## src/rtl/fifo_write_arbiter.sv

```systemverilog
// fifo_write_arbiter
//
// Round-robin write-side arbiter sharing one event FIFO write port between
// NUM_REQ producers with valid/ready handshakes. At most one producer is
// granted per cycle; the granted word is registered onto the FIFO write port
// one cycle later. The FIFO's full/full_next flags gate every grant so that
// no write is ever issued that the FIFO would drop.
//
// Optional feature macro: FIFO_ARB_SRC_TAG_EN
//   defined   -> fifo_write_data = {source index, payload}
//   undefined -> fifo_write_data = payload only
//
// Reset is synchronous, active-high.
module fifo_write_arbiter #(
  parameter int NUM_REQ    = 4,
  parameter int DATA_WIDTH = 8,
  parameter int CNT_WIDTH  = 16,
  localparam int SRC_W     = (NUM_REQ > 2) ? $clog2(NUM_REQ) : 1,
`ifdef FIFO_ARB_SRC_TAG_EN
  localparam int FIFO_WIDTH = DATA_WIDTH + SRC_W
`else
  localparam int FIFO_WIDTH = DATA_WIDTH
`endif
) (
  input  logic                          clk,
  input  logic                          rst,
  input  logic [NUM_REQ-1:0]            req_valid,
  input  logic [NUM_REQ*DATA_WIDTH-1:0] req_data,
  output logic [NUM_REQ-1:0]            req_ready,
  output logic                          fifo_write_en,
  output logic [FIFO_WIDTH-1:0]         fifo_write_data,
  input  logic                          fifo_full,
  input  logic                          fifo_full_next,
  output logic [SRC_W-1:0]              grant_idx,
  output logic [CNT_WIDTH-1:0]          stall_count
);

  localparam logic [SRC_W-1:0] LAST_IDX = SRC_W'(NUM_REQ - 1);
  localparam logic [SRC_W:0]   NUM_EXT  = (SRC_W+1)'(NUM_REQ);

  // Registered state and its next-state values
  logic                  wr_en_q,   wr_en_d;
  logic [FIFO_WIDTH-1:0] wr_data_q, wr_data_d;
  logic [SRC_W-1:0]      gidx_q,    gidx_d;
  logic [SRC_W-1:0]      ptr_q,     ptr_d;
  logic [CNT_WIDTH-1:0]  stall_q,   stall_d;

  // Arbitration intermediates
  logic                  can_write;
  logic                  found;
  logic [SRC_W-1:0]      sel_idx;
  logic [SRC_W:0]        cand;
  logic [DATA_WIDTH-1:0] sel_data;
  logic                  accept;
  logic [FIFO_WIDTH-1:0] sel_word;

  // Conservative space check: a write registered now lands at this edge, so
  // full_next decides whether another one may follow. Reads are not credited.
  assign can_write = !fifo_full && !(wr_en_q && fifo_full_next);

  // Round-robin search: first valid producer at or after the priority pointer
  always_comb begin
    found   = 1'b0;
    sel_idx = '0;
    cand    = '0;
    for (int k = 0; k < NUM_REQ; k++) begin
      cand = {1'b0, ptr_q} + (SRC_W+1)'(k);
      if (cand >= NUM_EXT) begin
        cand = cand - NUM_EXT;
      end
      if (!found && req_valid[cand[SRC_W-1:0]]) begin
        found   = 1'b1;
        sel_idx = cand[SRC_W-1:0];
      end
    end
  end

  // A grant is only real when there is space and reset is not asserted;
  // a word handed over during reset is discarded.
  assign accept   = found && can_write && !rst;
  assign sel_data = req_data[sel_idx*DATA_WIDTH +: DATA_WIDTH];

`ifdef FIFO_ARB_SRC_TAG_EN
  assign sel_word = {sel_idx, sel_data};
`else
  assign sel_word = sel_data;
`endif

  // One-hot ready toward the producers, combinational from the request side
  always_comb begin
    req_ready = '0;
    if (accept) begin
      req_ready[sel_idx] = 1'b1;
    end
  end

  // Next-state logic: write strobe, word, source index, pointer, stall count
  always_comb begin
    wr_en_d   = accept;
    wr_data_d = wr_data_q;
    gidx_d    = gidx_q;
    ptr_d     = ptr_q;
    stall_d   = stall_q;
    if (accept) begin
      wr_data_d = sel_word;
      gidx_d    = sel_idx;
      ptr_d     = (sel_idx == LAST_IDX) ? '0 : sel_idx + SRC_W'(1);
    end
    // Blocked cycles saturate instead of wrapping
    if ((|req_valid) && !can_write && (stall_q != {CNT_WIDTH{1'b1}})) begin
      stall_d = stall_q + CNT_WIDTH'(1);
    end
  end

  // State registers with synchronous reset
  always_ff @(posedge clk) begin
    if (rst) begin
      wr_en_q   <= 1'b0;
      wr_data_q <= '0;
      gidx_q    <= '0;
      ptr_q     <= '0;
      stall_q   <= '0;
    end else begin
      wr_en_q   <= wr_en_d;
      wr_data_q <= wr_data_d;
      gidx_q    <= gidx_d;
      ptr_q     <= ptr_d;
      stall_q   <= stall_d;
    end
  end

  assign fifo_write_en   = wr_en_q;
  assign fifo_write_data = wr_data_q;
  assign grant_idx       = gidx_q;
  assign stall_count     = stall_q;

endmodule

```

## config.mk

```make
export PLATFORM = sky130hd
export DESIGN_NAME = fifo_write_arbiter
export DESIGN_NICKNAME = d
export VERILOG_FILES = /design/src/rtl/fifo_write_arbiter.sv
export SDC_FILE = /design/constraint.sdc
export NUM_CORES = 1
export LEC_CHECK = 0
export CELL_PAD_IN_SITES_DETAIL_PLACEMENT = 2
export CELL_PAD_IN_SITES_GLOBAL_PLACEMENT = 2
export CORE_MARGIN = 2
export CORE_UTILIZATION = 24
export CTS_CLUSTER_DIAMETER = 150
export DETAILED_ROUTE_END_ITERATION = 10
export PLACE_DENSITY_LB_ADDON = 0.1
export REMOVE_ABC_BUFFERS = 1
export SYNTH_ARGS = -nofsm -noshare
export SYNTH_HDL_FRONTEND = slang
export SYNTH_SLANG_ARGS = --single-unit
```

## constraint.sdc

```tcl
create_clock -name clk -period 2.7 [get_ports clk]
set_clock_uncertainty 0.15 [all_clocks]
set_input_delay 0.27 -clock clk [delete_from_list [all_inputs] [get_ports clk]]
set_output_delay 0.27 -clock clk [all_outputs]
set_load 0.1 [all_outputs]
```

==> results.yml <==
run_status:
  status: "finished, final reports clean"
route:
  wl_met3_um: 310
  wl_met1_um: 2260
  wl_per_cell_um: 15.8
  drt_iter0_drc: 51
  final_antenna_net_count: 0
  firstDrtPassIters: 4
  drc: 0
  via_count: 1613
  dr_wl_met2_um: 2660
  drt_wl_total_um: 5260
  topRoutingLayerUsed: "met4"
  drt-vias-per-instance: 4.84
final_layout:
  synthToLayoutAreaGrowth_pct: 53.7
  fin_nets: 294
  drive_above_1_share_pct: 22.9
  fin_cells: 333
  antenna_cells: 0
  final_core_util_pct: 37.5
  fill_cells: 757
sta:
  rsz0062_at_grt: "false"
  worst_pin_slew_ps: 340
  whs_ps: 354
  fin_crit_sh_pct: 91.1
  finalSetupViolCount: 0
  maxSlewHeadroom_pct: 77.1
  hold_viol_final: 0
  slew_violations: 0
  period_minus_slack_ps: 2460
  fmax_ghz: 0.406
power_and_ir_drop:
  p_sw_uw: 492
  share_comb_of_total_power_pct: 33.7
  clkPwrFrac_pct: 30.7
  cellPowerDensity_nw_per_um2: 533
  switching_share_pct: 36.9
  p_int_uw: 843
  ir_worst_vdd_v: 0.000176
  finalPower_uw: 1340
  p_leak_uw: 0.000984
  seqPwrFrac_pct: 35.6
clocking:
  post_cts_resized: 0
  clk_latency_ps: 280
  cts_setup_buffers: 0
  cts_sinks: 29
  clk_pin_slew_ps: 70
  cts_tree: "yes"
  cts-buffers-inserted: 5
  cts_max_level: 2
  clockRootBuffer: "clkbuf_8"
  hold_buffers: 0
  cts_buffer_depth: 2
floorplanning:
  dieArea_sq_um: 7470
  num_rows: 30
  die_w_um: 86.4
  io_pins: 71
  start_util_pct: 24.4
  die-height_um: 86.4
  coreArea_sq_um: 6680
logic_synthesis:
  synth-seq-area-share_pct: 35.6
  syn_area_sq_um: 1630
  syn_avg_cell_area_sq_um: 9.32
  yosysUniqueCellTypes: 41
  syn-instance-count: 175
  ys_seq_elements: 29
  yosys_warnings: 0
worst_setup_path:
  crit_fanout: 8
  crit_buf_inv: 2
  path_cells: "clkdlybuf4s50_1 -> a21o_1 -> a21oi_1 -> o22a_1 -> ha_1 -> and2_1 -> buf_12"
  r2r_start: "ptr_q[0]"
  slowest_delay_ps: 480
  worst_ep_arrival_time_ps: 2040
  cp_slowest_cell: "clkdlybuf4s50_1"
  cp_top_family: "compound AO/OA/AOI/OAI gates"
  cp-startpoint: "req_valid[0]"
  end_kind: "output pin"
  crit_type: "input pin to output pin"
  cp_data_required_time_ps: 2280
  start_kind: "input pin"
placement:
  dp.cells: 325
  port_buffers: 70
  place.gp.congestion: 0.730
  dp.final_hpwl_um: 4010
global_routing:
  grt_pass1_vias: 1669
  grt_start_max_net_pins: 29
  grt_overflow: 0
  grt_pass1_wl_um: 8510
  grt_usage_pct: 14.5
  antenna_found_initial: 0
flow_run:
  drv_cap: 0
min_path:
  min_from: "grant_idx[1]"
  hp-class: "register to register"
## per-layer routing
metal / track usage (%) / vias to the layer above
met2: 25.0 / 42
met3: 5.05 / 2
li1: - / 787
met1: 17.2 / 782
met5: 0 / -
met4: 3.41 / 0
## cell usage after synthesis, drive strengths merged
library cell,instances,area share [%]
a211oi,1,0.77
a21o,2,0.92
a21oi,5,1.5
a221oi,1,0.54
and2,1,0.38
and4,2,1.2
buf,6,2.8
clkbuf,1,0.23
dfxtp,29,36
dlygate4sd1,1,0.54
ha,2,1.5
inv,3,0.69
mux2i,20,12
nand2,10,2.5
nand2b,4,2.0
nand3,7,2.1
nand3b,8,3.7
nand4,5,3.2
nand4b,1,0.92
nor2,23,5.3
nor2b,1,0.38
nor3,9,3.1
nor3b,3,1.4
nor4,2,1.7
nor4b,1,0.92
o21ai,2,0.61
o221ai,8,4.3
o22a,1,0.54
o22ai,1,0.38
or3,2,0.77
or4,1,0.69
xnor2,12,6.4
## cells in the final DEF, fill, tap and decap left out, drive strengths merged, types with 3 or more instances in the layout
| cell type | instances |
|---|---|
| clkbuf | 7 |
| buf | 39 |
| dfxtp | 29 |
| inv | 3 |
| nand3 | 7 |
| nand2b | 4 |
| nand2 | 10 |
| xnor2 | 12 |
| nor3b | 3 |
| a21oi | 5 |
| nand4 | 5 |
| nor2 | 23 |
| mux2i | 20 |
| clkdlybuf4s50 | 39 |
| nand3b | 8 |
| nor3 | 9 |
| o221ai | 8 |
## worst reg2reg max path, cell delays in order, from the launching register on
cell and delay (ps):
dfxtp_1 350, nand2b_1 180, nor2b_1 140, o22a_1 310, ha_1 270, or3_1 390, a21oi_1 140
## area by class of cell
class                           instances  area [sq um]  area share, %
Clock inverter                          1          5.00          0.200
Timing Repair Buffer                   78           733           29.3
Tap cell                               80           100           3.99
Inverter                                3          11.3          0.449
Sequential cell                        29           581           23.2
Clock buffer                            7          96.3           3.84
Multi-Input combinational cell        135           980           39.1
## registers in the layout (all words and copies together), names as in the netlist
signal and cells:
ptr_q 2, stall_count 16, fifo_write_data 8, fifo_write_en 1, grant_idx 2
## metrics by stage
stage | cell area, sq um | TNS [ps] | setup slack, ps
after floorplan | 1570 | -1850 | -624
after global placement | 2400 | 0 | 307
after detailed placement | 2400 | 0 | 232
after CTS | 2510 | 0 | 216
after global routing | 2510 | 0 | 139
final | 2510 | 0 | 240
## path summary, 6_finish.rpt
path | depth (start not counted) | end | slack, ps
max | 7 | req_ready[3] | 240
min | 2 | grant_idx[1] | 350
min reg2reg | 2 | grant_idx[1] | 350
max reg2reg | 6 | ptr_q[0] | 710
## cell families (layout without fill, tap and decap cells)
group	count (synthesis)	in the layout	share of synthesized area (%)
buf+inv	11	89	4.30
compound gates	21	21	9.59
simple gates	80	80	30.2
flops	29	29	35.6
mux	20	20	12.3
xor+xnor	12	12	6.45
fa+ha+maj	2	2	1.53
## power groups by stage
stage / clock network [uW] / logic (uW) / registers (uW)
after global routing: 443 / 476 / 480
after floorplan: 0 / 136 / 643
final: 410 / 450 / 476
after detailed placement: 0 / 456 / 486
after CTS: 430 / 457 / 476
after global placement: 0 / 451 / 485
(Power assumes the default switching activity.)
